===== src/rtl/multi_blink_pkg.sv =====
// Shared definitions for multi_blink: channel mode encoding and tick divider computation.
package multi_blink_pkg;

  typedef enum logic [1:0] {
    OFF   = 2'd0,
    ON    = 2'd1,
    BLINK = 2'd2,
    PULSE = 2'd3
  } mode_e;

  // Clock cycles per base tick; a non-positive tick rate yields 0 so the top rejects it.
  function automatic int calc_div(input int freq, input int tick_hz);
    return (tick_hz > 0) ? freq / tick_hz : 0;
  endfunction

endpackage


===== src/rtl/blink_chan.sv =====
// One LED channel: mode/period/duty registers, tick counter and registered LED drive.
// Optional one-shot PULSE mode is built when MULTI_BLINK_PULSE_EN is defined.
module blink_chan
  import multi_blink_pkg::*;
#(
  parameter int PERIOD_W = 12
) (
  input  logic                clk_i,
  input  logic                rst_ni,
  input  logic                tick_i,
  input  logic                wr_i,
  input  logic [1:0]          mode_i,
  input  logic [PERIOD_W-1:0] period_i,
  input  logic [PERIOD_W-1:0] duty_i,
  output logic                led_o
);

  mode_e               mode_q, mode_d;
  logic [PERIOD_W-1:0] period_q, period_d;
  logic [PERIOD_W-1:0] duty_q, duty_d;
  logic [PERIOD_W-1:0] cnt_q, cnt_d;
  logic [PERIOD_W-1:0] last_q;
  logic                led_q, led_d;

  // Period 0 behaves like period 1, so the counter then stays at 0.
  assign last_q = (period_q == '0) ? '0 : period_q - 1'b1;

  always_comb begin
    mode_d   = mode_q;
    period_d = period_q;
    duty_d   = duty_q;
    cnt_d    = cnt_q;
    if (wr_i) begin
      mode_d   = mode_e'(mode_i);
      period_d = period_i;
      duty_d   = duty_i;
      cnt_d    = '0;
`ifdef MULTI_BLINK_PULSE_EN
      if (mode_e'(mode_i) == PULSE && duty_i == '0) begin
        mode_d = OFF;
      end
`endif
    end else if (tick_i) begin
      cnt_d = (cnt_q >= last_q) ? '0 : cnt_q + 1'b1;
`ifdef MULTI_BLINK_PULSE_EN
      // A pulse counts ticks since acceptance regardless of period, then retires to OFF.
      if (mode_q == PULSE) begin
        cnt_d = cnt_q + 1'b1;
        if (cnt_d >= duty_q) begin
          mode_d = OFF;
          cnt_d  = '0;
        end
      end
`endif
    end

    led_d = 1'b0;
    case (mode_d)
      OFF:     led_d = 1'b0;
      ON:      led_d = 1'b1;
`ifdef MULTI_BLINK_PULSE_EN
      PULSE:   led_d = 1'b1;
`endif
      default: led_d = (cnt_d < duty_d);
    endcase
  end

  always_ff @(posedge clk_i or negedge rst_ni) begin
    if (!rst_ni) begin
      mode_q   <= OFF;
      period_q <= '0;
      duty_q   <= '0;
      cnt_q    <= '0;
      led_q    <= 1'b0;
    end else begin
      mode_q   <= mode_d;
      period_q <= period_d;
      duty_q   <= duty_d;
      cnt_q    <= cnt_d;
      led_q    <= led_d;
    end
  end

  assign led_o = led_q;

endmodule


===== src/rtl/multi_blink.sv =====
// Multi-channel LED blinker: shared tick prescaler, config write decode, CHANNELS blink_chan.
// Build with MULTI_BLINK_PULSE_EN defined to enable the one-shot PULSE mode.
module multi_blink
  import multi_blink_pkg::*;
#(
  parameter int FREQ     = 50_000_000,
  parameter int TICK_HZ  = 1000,
  parameter int CHANNELS = 4,
  parameter int PERIOD_W = 12,
  localparam int CW      = (CHANNELS > 1) ? $clog2(CHANNELS) : 1
) (
  input  logic                clk_i,
  input  logic                rst_ni,
  input  logic                cfg_valid_i,
  output logic                cfg_ready_o,
  input  logic [CW-1:0]       cfg_chan_i,
  input  logic [1:0]          cfg_mode_i,
  input  logic [PERIOD_W-1:0] cfg_period_i,
  input  logic [PERIOD_W-1:0] cfg_duty_i,
  output logic [CHANNELS-1:0] led_o
);

  localparam int DIV = calc_div(FREQ, TICK_HZ);
  localparam int PW  = (DIV > 1) ? $clog2(DIV) : 1;

  if (DIV < 1) begin : g_bad_div
    $error("multi_blink: FREQ/TICK_HZ must be at least 1");
  end
  if (CHANNELS < 1 || CHANNELS > 16) begin : g_bad_channels
    $error("multi_blink: CHANNELS must be in 1..16");
  end

  logic [PW-1:0] pre_q, pre_d;
  logic          tick;
  logic          wr_accept;
  logic          chan_ok;

  always_comb begin
    tick  = (pre_q == PW'(DIV - 1));
    pre_d = tick ? '0 : pre_q + 1'b1;
  end

  always_ff @(posedge clk_i or negedge rst_ni) begin
    if (!rst_ni) begin
      pre_q <= '0;
    end else begin
      pre_q <= pre_d;
    end
  end

  // Ready follows reset directly so it drops the instant reset is asserted.
  assign cfg_ready_o = rst_ni;
  assign wr_accept   = cfg_valid_i & cfg_ready_o;
  assign chan_ok     = (int'(cfg_chan_i) < CHANNELS);

  for (genvar gi = 0; gi < CHANNELS; gi++) begin : g_chan
    logic wr_sel;
    assign wr_sel = wr_accept & chan_ok & (int'(cfg_chan_i) == gi);

    blink_chan #(
      .PERIOD_W (PERIOD_W)
    ) u_chan (
      .clk_i    (clk_i),
      .rst_ni   (rst_ni),
      .tick_i   (tick),
      .wr_i     (wr_sel),
      .mode_i   (cfg_mode_i),
      .period_i (cfg_period_i),
      .duty_i   (cfg_duty_i),
      .led_o    (led_o[gi])
    );
  end

endmodule


===== config.mk =====
export PLATFORM = sky130hd
export DESIGN_NAME = multi_blink
export DESIGN_NICKNAME = d
export VERILOG_FILES = /design/src/rtl/multi_blink_pkg.sv /design/src/rtl/blink_chan.sv /design/src/rtl/multi_blink.sv
export SDC_FILE = /design/constraint.sdc
export NUM_CORES = 1
export LEC_CHECK = 0
export ABC_AREA = 1
export BUFFER_PORTS_ARGS = -buffer_cell sky130_fd_sc_hd__buf_2
export CAP_MARGIN = 10
export CORE_AREA = 2 2 169 171
export CTS_CLUSTER_DIAMETER = 30
export DETAILED_ROUTE_END_ITERATION = 7
export DIE_AREA = 0 0 171 173
export SLEW_MARGIN = 10
export SYNTH_ARGS = -nofsm -noshare
export SYNTH_HDL_FRONTEND = slang
export SYNTH_SLANG_ARGS = --single-unit

===== constraint.sdc =====
create_clock -name clk_i -period 9.35 [get_ports clk_i]
set_clock_uncertainty 0.05 [all_clocks]
set_input_delay 2.805 -clock clk_i [delete_from_list [all_inputs] [get_ports clk_i]]
set_output_delay 2.805 -clock clk_i [all_outputs]
set_load 0.05 [all_outputs]

==> key figures <==
Logic synthesis
  • Top cells by area, synth: dfrtp_1 39%, ha_1 12%, nand2_1 10%
  • Yosys reg bits: 172
  • Synth warn: 0
  • Post-synthesis compound-gate area fraction: between 10% and 20%
  • Synth top cells by count: 291 x nand2_1, 236 x inv_1, 172 x dfrtp_1
  • Synth area leader: dfrtp_1
  • Main combinational cell family by area after synthesis: simple AND/OR/NAND/NOR gates
  • Syn avg cell area: 7.71 µm²
  • Post-Synth XOR/XNOR Area: 1.60%
  • Post-synth top area share: 39.4%
  • Post-Syn Instances: about 1400
  • Mapped Area: 0.0109 mm²
  • Post-synth ARST share: 100%
  • Syn Nets: 1555
  • Yosys cell types: 45
  • Sequential share of the synthesized area: 39.4%
  • EDFF count, synth: 0
  • Simple-gate share of the synthesized area: about a quarter
  • Top FF cell, synth: dfrtp_1
  • Adder-cell share of the synthesized area: about an eighth
  • Multiplexer area fraction after synthesis: 0%
  • Top-count cell post-synth: nand2_1

Clock network
  • H-Tree Level Count: 4
  • Max Root-Sink Buffers: 2
  • Post-CTS setup buffer count: 0
  • CTS Buf Count: 17
  • Reg clk slew, reported paths: 60 ps
  • CTS tree: yes
  • Post-CTS Resized: 0
  • Root cell of the clock tree: clkbuf_16
  • Clock latency on the worst-skew pair: 440 ps
  • Number of clock sinks: 172
  • # hold bufs at CTS: 0

Critical path
  • Crit-path leading delay family: buffers and inverters
  • R2R depth: 22
  • Crit path required time: 6500 ps
  • Crit path cell chain: buf_6 -> buf_2
  • Critical path endpoint category: output pin
  • CP peak stage delay: 400 ps
  • Buf+Inv Stages, Crit Path: 2
  • Setup CP Type: in -> out
  • R2R setup slack: 4840 ps
  • Worst path depth: 2
  • Critical Path AT: 3620 ps
  • Worst path slowest cell: buf_6
  • Largest fanout on the critical path: 56
  • R2r endpoint: g_chan[2].u_chan.led_o
  • Reg2reg start: g_chan[2].u_chan.period_q[0]
  • Startpoint Class: primary input

Placed design
  • Cell Area, Placed: between 0.01 and 0.015 mm²
  • DP Wirelength: 20.7 mm
  • Placed cells: 1807
  • Global placement routability congestion: between 0.8 and 0.9
  • IO Port Bufs: 35

Power
  • Sw Share: 32.3%
  • Switching pwr: between 0.6 and 0.7 mW
  • Tot Pwr: 2.07 mW
  • Leakage Power: 6.24 nW
  • Peak supply drop: 0.138 mV
  • Clock power frac: 33.1%
  • PwrDens: 172 mW/mm²
  • Int Pwr: 1.41 mW
  • Flop pwr share: 43.3%
  • Logic pwr share: 23.6%

Final layout
  • Diode count: 0
  • Area added between synthesis and finish: 10.3%
  • Fillers: 2876
  • Final net count: 1584
  • Fraction of layout cells with a size suffix above 1: between 10% and 20%
  • Fin cells: 1839
  • Post-route cell area: ~0.012 mm²

Drt
  • DR WL/cell: 14.9 µm
  • Total number of vias: 9046
  • Final wirelength: 27.5 mm
  • Number of remaining DRC errors: 0
  • DRT Pass-1 Iters: 4
  • Vias per cell: 4.92
  • Post-route ant nets: 0
  • DRT iter0 DRCs: 610

Floorplan
  • IO Pins: 36
  • Core area: 0.0276 mm²
  • Die area: 0.0296 mm²
  • Chip width: 171 µm
  • Initial core utilization: 39.6%
  • Die H: 173 µm
  • Rows: 61

Status
  • Status: complete, no violations

Hold path
  • Cells on Worst Hold Path: 1
  • Hold Startpoint: pre_q[0]
  • Min-delay worst type: reg -> reg
  • WHS Endpoint: pre_q[0]

GRT
  • Vias in the first global route: 8680
  • Grt ovf: 0
  • Largest net degree at the start of global routing: 62
  • First-pass GRT wire length: about 45 mm
  • Global Route Usage Sum: 19.4%
  • Initial antenna violation count: 0

STA
  • RSZ-0062 raised after global routing: no
  • Final Hold Viols: 0
  • Worst-Margin Slew: 980 ps
  • Setup_tns: 0 ps
  • Pins Over Slew Limit: 0
  • Slew HR: 34.0%
  • Setup violators final: 0
  • Max Clk Rate: 0.154 GHz
  • Min Tclk post-route: 6480 ps
  • Period utilisation layout: 69.3%

Job
  • Max_cap viols: 0
## sequential cells by signal (all words and copies together) (netlist names)
name	cells
g_chan.u_chan.cnt_q	48
g_chan.u_chan.duty_q	48
g_chan.u_chan.period_q	48
g_chan.u_chan.mode_q	8
g_chan.u_chan.led_o	4
pre_q	16
## routing by layer
layer  global-route usage, %  wire, µm  vias to the layer above
met2                    30.4     12400                      164
li1                        -         -                     4643
met1                    27.5     13200                     4209
met5                       0         0                        -
met3                    2.79      1260                       30
met4                    6.29       561                        0
## worst max-delay path by stage
stage           start           to  slack [ps]
6_report       rst_ni  cfg_ready_o        2870
5_1_grt        rst_ni  cfg_ready_o        2760
4_1_cts        rst_ni  cfg_ready_o        2830
3_5_place_dp   rst_ni  cfg_ready_o        2830
3_3_place_gp   rst_ni  cfg_ready_o        2830
2_1_floorplan  rst_ni  cfg_ready_o        3520
## layout by cell type (no fill, tap or decap), types with 9 or more instances in the layout
master and count:
o21ai_0 143, ha_1 105, nand3_1 65, or2_2 43
nor3_1 41, nor3b_1 9, nor3_2 10, inv_1 236
nor2_1 110, xor2_1 16, nand2_1 291, nand4_1 20
a21oi_1 58, buf_2 34, clkbuf_16 17, dfrtp_1 172
## cells by family after synthesis
logic type | after synthesis
compound gates | 221
xor+xnor | 20
fa+ha+maj | 105
buf+inv | 275
flops | 172
simple gates | 626
## power groups by stage
| stage | clock, mW | sequential (mW) | combinational, mW |
|---|---|---|---|
| 2_1_floorplan | 0 | 0.889 | 0.372 |
| 3_3_place_gp | 0 | 0.909 | 0.480 |
| 3_5_place_dp | 0 | 0.909 | 0.493 |
| 4_1_cts | 0.704 | 0.897 | 0.497 |
| 5_1_grt | 0.734 | 0.907 | 0.573 |
| 6_report | 0.687 | 0.898 | 0.489 |
## final cells by class
type,instances,area [µm²],share of cell area (%)
multi-input combinational,972,5580,46.3
inverter,245,920,7.63
sequential,172,4300,35.7
clock buffer,23,478,3.96
clock inverter,9,85.1,0.706
tap,378,473,3.92
timing repair buffer,40,219,1.82
## metrics by stage
stage          hold slack (ps)  utilization [%]  setup slack (ps)
2_1_floorplan              383                -              3520
3_3_place_gp               400             41.6              2830
3_5_place_dp               411             41.6              2830
5_1_grt                    460             43.6              2760
4_1_cts                    420             43.6              2830
6_report                   415             43.6              2870
(Power assumes the default switching activity.)
